`config.mk`:
```
export PLATFORM = sky130hd
export DESIGN_NAME = ball_motion_integrator
export DESIGN_NICKNAME = d
export VERILOG_FILES = /design/src/rtl/ball_motion_integrator.sv
export SDC_FILE = /design/constraint.sdc
export NUM_CORES = 1
export LEC_CHECK = 0
export CAP_MARGIN = 20
export CORE_MARGIN = 3
export CORE_UTILIZATION = 61
export DETAILED_ROUTE_END_ITERATION = 8
export PLACE_DENSITY = 0.86
export SLEW_MARGIN = 20
export SYNTH_ARGS = -nofsm -noshare
export SYNTH_HDL_FRONTEND = slang
export SYNTH_SLANG_ARGS = --single-unit
```
`constraint.sdc`:
```
create_clock -name vsync -period 7.49 [get_ports vsync]
set_input_delay 1.1235 -clock vsync [delete_from_list [all_inputs] [get_ports vsync]]
set_output_delay 1.1235 -clock vsync [all_outputs]
set_load 0.02 [all_outputs]
```
`src/rtl/ball_motion_integrator.sv`:
```
// Per-ball motion stage: captures post-impact speed on a rising collision
// flag, advances position once per frame, handles the table cushions and
// applies periodic friction until the ball comes to rest.
// Optional build macro BALL_WALL_BOUNCE_EN: defined gives elastic cushions
// (speed negated on a hit), undefined gives dead cushions (speed zeroed).
module ball_motion_integrator #(
  parameter logic [10:0] X_INIT      = 11'd200,
  parameter logic [10:0] Y_INIT      = 11'd384,
  parameter logic [10:0] X_MIN       = 11'd40,
  parameter logic [10:0] X_MAX       = 11'd984,
  parameter logic [10:0] Y_MIN       = 11'd40,
  parameter logic [10:0] Y_MAX       = 11'd728,
  parameter logic [3:0]  FRIC_PERIOD = 4'd8,
  parameter logic [10:0] MAX_SPEED   = 11'd31
) (
  input  logic               vsync,
  input  logic               reset,
  input  logic               collided,
  input  logic signed [10:0] new_xspeed,
  input  logic signed [10:0] new_yspeed,
  output logic signed [10:0] x,
  output logic signed [10:0] y,
  output logic signed [10:0] xspeed,
  output logic signed [10:0] yspeed,
  output logic               moving,
  output logic               done_fric
);

  localparam int unsigned W  = 11;
  localparam int unsigned WX = 12;
  localparam int unsigned CW = 4;

  localparam logic signed [W-1:0] SPD_HI = $signed(MAX_SPEED);
  localparam logic signed [W-1:0] SPD_LO = -SPD_HI;
  localparam logic signed [W-1:0] ONE    = W'(1);
  localparam logic        [CW-1:0] FRIC_LAST = FRIC_PERIOD - CW'(1);

  typedef enum logic {
    REST   = 1'b0,
    MOVING = 1'b1
  } state_t;

  state_t               state_q, state_d;
  logic                 collided_q;
  logic        [CW-1:0] fric_cnt, fric_cnt_d;
  logic signed [W-1:0]  x_d, y_d, xspeed_d, yspeed_d;
  logic signed [W-1:0]  sat_x, sat_y;
  logic                 load;

  // Clamp a loaded speed to the allowed magnitude.
  function automatic logic signed [W-1:0] saturate(input logic signed [W-1:0] v);
    logic signed [W-1:0] r;
    r = v;
    if (v > SPD_HI) begin
      r = SPD_HI;
    end else if (v < SPD_LO) begin
      r = SPD_LO;
    end
    return r;
  endfunction

  // Move a speed one step toward zero without crossing it.
  function automatic logic signed [W-1:0] toward_zero(input logic signed [W-1:0] v);
    logic signed [W-1:0] r;
    r = v;
    if (v > 0) begin
      r = v - ONE;
    end else if (v < 0) begin
      r = v + ONE;
    end
    return r;
  endfunction

  // Advance one axis by its speed and resolve a cushion hit; returns {pos, speed}.
  function automatic logic [2*W-1:0] cushion(input logic signed [W-1:0] pos,
                                             input logic signed [W-1:0] spd,
                                             input logic [W-1:0]        lo,
                                             input logic [W-1:0]        hi);
    logic signed [WX-1:0] cand;
    logic signed [WX-1:0] lo_x;
    logic signed [WX-1:0] hi_x;
    logic signed [W-1:0]  p;
    logic signed [W-1:0]  s;
    cand = WX'(pos) + WX'(spd);
    lo_x = $signed({lo[W-1], lo});
    hi_x = $signed({hi[W-1], hi});
    p    = W'(cand);
    s    = spd;
    if (cand < lo_x || cand > hi_x) begin
      p = (cand < lo_x) ? $signed(lo) : $signed(hi);
`ifdef BALL_WALL_BOUNCE_EN
      s = -spd;
`else
      s = '0;
`endif
    end
    return {p, s};
  endfunction

  // Rising edge of the collision level is the only load trigger.
  assign load  = collided & ~collided_q;
  assign sat_x = saturate(new_xspeed);
  assign sat_y = saturate(new_yspeed);

  // State, position, speed and friction-counter registers.
  always_ff @(posedge vsync or posedge reset) begin
    if (reset) begin
      state_q    <= REST;
      collided_q <= 1'b0;
      fric_cnt   <= '0;
      x          <= $signed(X_INIT);
      y          <= $signed(Y_INIT);
      xspeed     <= '0;
      yspeed     <= '0;
    end else begin
      state_q    <= state_d;
      collided_q <= collided;
      fric_cnt   <= fric_cnt_d;
      x          <= x_d;
      y          <= y_d;
      xspeed     <= xspeed_d;
      yspeed     <= yspeed_d;
    end
  end

  // Status flags are direct decodes of the state register.
  assign moving    = (state_q == MOVING);
  assign done_fric = (state_q == REST);

  // Next-state: integrate, cushion, friction, then load override.
  always_comb begin
    state_d    = state_q;
    fric_cnt_d = fric_cnt;
    x_d        = x;
    y_d        = y;
    xspeed_d   = xspeed;
    yspeed_d   = yspeed;

    case (state_q)
      REST: begin
        if (load) begin
          xspeed_d   = sat_x;
          yspeed_d   = sat_y;
          fric_cnt_d = '0;
          if (sat_x != '0 || sat_y != '0) begin
            state_d = MOVING;
          end
        end
      end

      MOVING: begin
        {x_d, xspeed_d} = cushion(x, xspeed, X_MIN, X_MAX);
        {y_d, yspeed_d} = cushion(y, yspeed, Y_MIN, Y_MAX);
        if (load) begin
          xspeed_d   = sat_x;
          yspeed_d   = sat_y;
          fric_cnt_d = '0;
        end else if (fric_cnt == FRIC_LAST) begin
          xspeed_d   = toward_zero(xspeed_d);
          yspeed_d   = toward_zero(yspeed_d);
          fric_cnt_d = '0;
        end else begin
          fric_cnt_d = fric_cnt + CW'(1);
        end
        if (xspeed_d == '0 && yspeed_d == '0) begin
          state_d = REST;
        end
      end

      default: begin
        state_d = REST;
      end
    endcase
  end

endmodule

```
# Word-level counts from Yosys, hierarchy flattened

Index checks and enable logic that the tools add are counted.

Order comparisons: 12
Reduce and logical (&&, ||, !) cells: 8
Equal/unequal tests: 2
Muxes and demuxes: 34
Add/sub/neg operators: 7
Bitwise operators: 3

Operator list:

| cell                  | count |
|---|---|
| $mux 11               | 22 |
| $pmux 11 s2           | 2 |
| $add 11x11->12        | 2 |
| $gt 12x11->1 const B  | 2 |
| $lt 12x7->1 const B   | 2 |
| $add 11x2->11 const B | 2 |
| $gt 11x1->1 const B   | 2 |
| $gt 11x6->1 const B   | 2 |
| $logic_not 11->1      | 2 |
| $lt 11x1->1 const B   | 2 |
| $lt 11x6->1 const B   | 2 |
| $reduce_bool 11->1    | 2 |
| $sub 11x2->11 const B | 2 |
| $mux 10               | 2 |
| $mux 4                | 3 |
| $pmux 4 s2            | 1 |
| $add 4x1->4 const B   | 1 |
| $eq 4x3->1 const B    | 1 |
| $logic_or 1x1->1      | 3 |
| $mux 1                | 3 |
| $ne 2x1->1 const B    | 1 |
| $not 1->1             | 2 |
| $pmux 1 s2            | 1 |
| $and 1x1->1           | 1 |
| $logic_and 1x1->1     | 1 |

Logic and storage cells: 73
Output and inout port bits: 46
Flip-flop bits (word level): 50
Input bits: 25

# Logic depth before layout (Yosys ltp)

Word-level depth: 15
Depth in mapped cells: 25
Depth with buffers taken out: 23

# Worst setup path before layout

No wires, ideal clock.

Path type: register to register
Start point: reg xspeed[0]
End point: reg state_q, in the netlist moving
Period minus slack after synthesis: 5.067 ns
Setup slack: 2.423 ns
Cell stages (with the launch flop): 26
Buffers on the path: 2
Setup time: 0.136 ns
Data arrival time: 4.931 ns
Path through: dfrtp_1 -> ha_1 -> inv_1 -> fa_1 -> nand2b_1 -> a21oi_1 -> a21oi_1 -> or2_2 -> a2111oi_0 -> mux2i_1 -> and2_1 -> clkbuf_1 -> clkbuf_1 -> nand2_1 -> ha_1 -> nor2b_1 -> nor4b_1 -> a41oi_1 -> nor2_1 -> xor2_1 -> a22oi_1 -> o2111ai_1 -> nor3_1 -> o211ai_1 -> nor3b_1 -> a31oi_1

Word-level cells in the longest chain between the ends: 15
Elaborated cells on any way between the ends: 19
Classes of those cells: 3 x add/sub; 4 x order compare; 9 x mux; 3 x reduce/logical

Ends and longest elaborated chain:

| item                                                | RTL line | text |
|---|---|---|
| start: declaration                                  | 23       | `output logic signed [10:0] xspeed,` |
| start signal: assignment                            | 121      | `xspeed <= xspeed_d;` |
| $add 11x11->12                                      | 84       | `cand = WX'(pos) + WX'(spd);` |
| $lt 12x7->1 / $gt 12x11->1 (equally long branches)  | 89       | `if (cand < lo_x \|\| cand > hi_x) begin` |
| $logic_or 1x1->1                                    | 89       |  |
| $mux 11 *                                           | 89       |  |
| $mux 11 *                                           | 139      | `case (state_q)` |
| $add 11x2->11 / $lt 11x1->1 (equally long branches) | 69, 68   |  |
| $mux 11                                             | 68       | `end else if (v < 0) begin` |
| $mux 11                                             | 66       | `if (v > 0) begin` |
| $mux 11 *                                           | 158      | `end else if (fric_cnt == FRIC_LAST) begin` |
| $mux 11 *                                           | 154      | `if (load) begin` |
| $mux 11 *                                           | 139      |  |
| $logic_not 11->1 *                                  | 165      | `if (xspeed_d == '0 && yspeed_d == '0) begin` |
| $logic_and 1x1->1 *                                 | 165      |  |
| $mux 1 *                                            | 165      |  |
| $pmux 1 s2 *                                        | 139      |  |
| via state_d                                         | 43       | `state_t state_q, state_d;` |
| end signal: assignment                              | 116      | `state_q <= state_d;` |
| end: declaration                                    | 43       |  |

The timed path passes the listed nets; every way through them passes the cells marked *. The select of a mux whose other input is x is not followed.
A chain may end at the register's enable or synchronous reset.

# Final worst setup path

Same ends and word-level chain as after synthesis.

==> impl_metrics.csv <==
group,metric,value,unit
clock_tree,htreeDepth,2,
floorplan,die_area,9290,sq um
logic_synthesis,syn_avg_cell_area,7.61,sq um
placement,numPortBuffers,70,
floorplan,die_w,96.4,microns
logic_synthesis,synthFlopType,"dfrtp_1",
placement,gp_congestion,1.02,
clock_tree,clk_path_buf_depth,2,
timing,finalHoldViolCount,0,
timing,rsz0062_at_grt,"no",
logic_synthesis,ys_seq_area_share,25.2,%
route,routed_wl,15100,microns
worst_setup_path,crit_required,7680,ps
worst_setup_path,crit_arrival,5860,ps
placement,dp_hpwl,11100,microns
clock_tree,post_cts_resized,0,
final_layout,fin_nets,751,
timing,maxSlewViolCount,0,
route,drc,0,
status,status,"finished, final reports clean",
clock_tree,cts_tree,"done",
logic_synthesis,yosysWarnings,0,
global_routing,grt_use_total,32.8,%
timing,relSlewSlack,40.1,%
timing,period_minus_slack,5670,ps
route,ant_nets,0,
clock_tree,clk_pin_slew,100,ps
logic_synthesis,synthCells,655,
logic_synthesis,syn_area,4990,sq um
route,via_per_inst,6.86,
logic_synthesis,synth_nets,711,
floorplan,core_area,7850,sq um
final_layout,antenna_cells,0,
clock_tree,root_buffer,"clkbuf_8",
timing,finalSetupViolations,0,
worst_setup_path,cp_num_buf_inv,1,
global_routing,grt-ovfl-total,0,
worst_setup_path,critPathLaunchType,"register",
global_routing,grt_max_degree,51,
timing,fin_crit_sh,75.7,%
global_routing,grt_antenna_before_repair,0,
clock_tree,cts_setup_buffers,0,
clock_tree,cts.sinks,50,
final_layout,syn_to_final_growth,16.3,%
final_layout,drive_gt1_share,6.18,%
worst_setup_path,critical_path.max_fanout,17,
worst_setup_path,setup.worst_path.class,"reg -> reg",
route,drt_pass1_iterations,5,
logic_synthesis,synth.distinct_cells,73,
route,dr_total_vias,5477,
route,wire_per_inst,19.0,microns
global_routing,grt_pass1_vias,4999,
worst_setup_path,path_cells,"ha_1 -> inv_1 -> fa_1 -> nand2b_1 -> a21oi_1 -> a21oi_1 -> or2_2 -> a2111oi_0 -> mux2i_1 -> and2_1 -> nand2_1 -> ha_1 -> nor2b_1 -> nor4b_1 -> a41oi_1 -> nor2_1 -> xor2_1 -> a22oi_1 -> o2111ai_1 -> nor3_1 -> o211ai_1 -> nor3b_1 -> a31oi_1",
worst_setup_path,cp_top_family,"simple AND/OR/NAND/NOR gates",
clock_tree,worstSkewPairLatency,320,ps
global_routing,grt_pass1_wl,24400,microns
logic_synthesis,ys_ff_latch,50,
floorplan,start_util,63.5,%
hold_path,hold_path.class,"reg -> reg",
logic_synthesis,synthArstFlopShare,100,%
worst_setup_path,max_stage_delay,580,ps
floorplan,pin_count,71,
clock_tree,cts_buffers,5,
worst_setup_path,endpoint_kind,"register",
floorplan,rows,32,
worst_setup_path,crit_slowest_cell,"a2111oi_0",
route,drtIter0Drc,513,
timing,worst_clock_skew,6.95,ps
logic_synthesis,synth-edff-count,0,
timing,timing.setup.tns,0,ps
timing,fmax,176,MHz
floorplan,die_h,96.4,microns
flow_run,maxCapViolations,0,
timing,tightest_slew,895,ps
clock_tree,cts-hold-fix-buffers,0,
[metrics by stage]
step / area (sq um) / hold slack [ps] / std cells / worst slack, ps / util, %
finish: 5800 / 491 / 798 / 1820 / 73.9
global route: 5800 / 515 / 798 / 1230 / 73.9
CTS: 5800 / 496 / 798 / 1940 / 73.9
detailed placement: 5690 / 484 / 790 / 1980 / 72.5
global placement: 5690 / 473 / 790 / 2240 / 72.5
floorplan: 4990 / 509 / 655 / 2420 / -
[placed cells by master, fill, tap and decap left out, types with 9 or more instances in the layout]
master and count:
a21oi_1 51, o22ai_1 11, a31oi_1 10, nor3_1 13, clkdlybuf4s50_1 70, o21ai_0 50
nand2_1 55, nor2_1 79, xnor2_1 15, xor2_1 9, nand2b_1 12, dfrtp_1 45
o31ai_1 11, ha_1 29, inv_1 26, a21o_1 11, nand3_1 18
[path summary, 6_finish.rpt]
| check | start | end | slack [ps] | cells past startpoint |
|---|---|---|---|---|
| worst min register to register | x[7]$_DFFE_PP1P_ | x[7]$_DFFE_PP1P_ | 490 | 2 |
| worst min-delay path | x[7]$_DFFE_PP1P_ | x[7]$_DFFE_PP1P_ | 490 | 2 |
| worst max register to register | xspeed[0]$_DFFE_PP0P_ | moving$_DFF_PP0_ | 1820 | 23 |
| worst max-delay path | xspeed[0]$_DFFE_PP0P_ | moving$_DFF_PP0_ | 1820 | 23 |
| max in group asynchronous | reset | xspeed[3]$_DFFE_PP0P_ | 5740 | 3 |
| min in group asynchronous | reset | x[4]$_DFFE_PP0P_ | 1310 | 3 |
[final cells by class]
type                            count  area, sq um
Inverter                           27          101
Timing Repair Buffer               75          738
Clock buffer                        5         68.8
Multi-Input combinational cell    536         3460
Fill cell                         628         2050
Sequential cell                    50         1260
Tap cell                          102          128
Clock inverter                      3         40.0
[flip-flops by register name, indices dropped and copies added (netlist names)]
name	flops
moving	1
collided_q	1
fric_cnt	4
y	11
x	11
xspeed	11
yspeed	11
[cell families (layout without fill, tap and decap cells)]
family / after synthesis / after routing / synth area share (%)
adders and majority gates: 31 / 31 / 8.08
and+or+nand+nor: 249 / 249 / 25.1
muxes: 12 / 12 / 2.51
buffers and inverters: 69 / 110 / 5.37
AOI/OAI and AO/OA: 220 / 220 / 29.5
DFF: 50 / 50 / 25.2
xor gates and xnor gates: 24 / 24 / 4.22
[Yosys cell counts, drive strengths merged, types with 5 or more instances]
library cell,instances,area [sq um]
a22oi,5,37.5
nor2b,7,43.8
a21o,11,82.6
o22ai,11,68.8
and3,7,48.8
nand2,55,206
xor2,9,78.8
a31oi,11,75.1
nand4,8,50.1
nor3,14,75.1
mux2i,8,80.1
inv,27,101
o31ai,11,82.6
o2bb2ai,6,52.6
o211ai,6,45.0
dfrtp,45,1130
a211oi,10,85.1
clkbuf,38,143
dfstp,5,131
ha,29,363
or4,7,52.6
or2,8,50.1
nor4,7,50.1
a221oi,7,67.6
o21ai,53,269
a21oi,51,255
a32oi,6,52.6
nand3,18,90.1
nand2b,12,75.1
xnor2,15,131
nor2,79,297
nor3b,7,57.6
[worst reg2reg max path, cell delays in order (launching register included)]
cell and delay [ps]:
dfrtp_1 560, ha_1 240, inv_1 60, fa_1 420, nand2b_1 190, a21oi_1 130
a21oi_1 70, or2_2 300, a2111oi_0 580, mux2i_1 270, and2_1 390, nand2_1 190
ha_1 290, nor2b_1 340, nor4b_1 290, a41oi_1 100, nor2_1 190, xor2_1 90
a22oi_1 150, o2111ai_1 120, nor3_1 170, o211ai_1 110, nor3b_1 180, a31oi_1 110
[routing by layer]
| metal | wire length, microns | vias up | global-route usage [%] | share of wire (%) |
|---|---|---|---|---|
| met5 | 0 | - | 0 | 0 |
| met4 | 363 | 0 | 9.70 | 2.4 |
| met3 | 1550 | 44 | 5.27 | 10 |
| met2 | 6870 | 334 | 51.6 | 45 |
| met1 | 6360 | 2575 | 46.5 | 42 |
| li1 | - | 2524 | - | - |
Power is not shown: default switching activity piles up to over one toggle a cycle in this logic, so the estimate is an artifact.
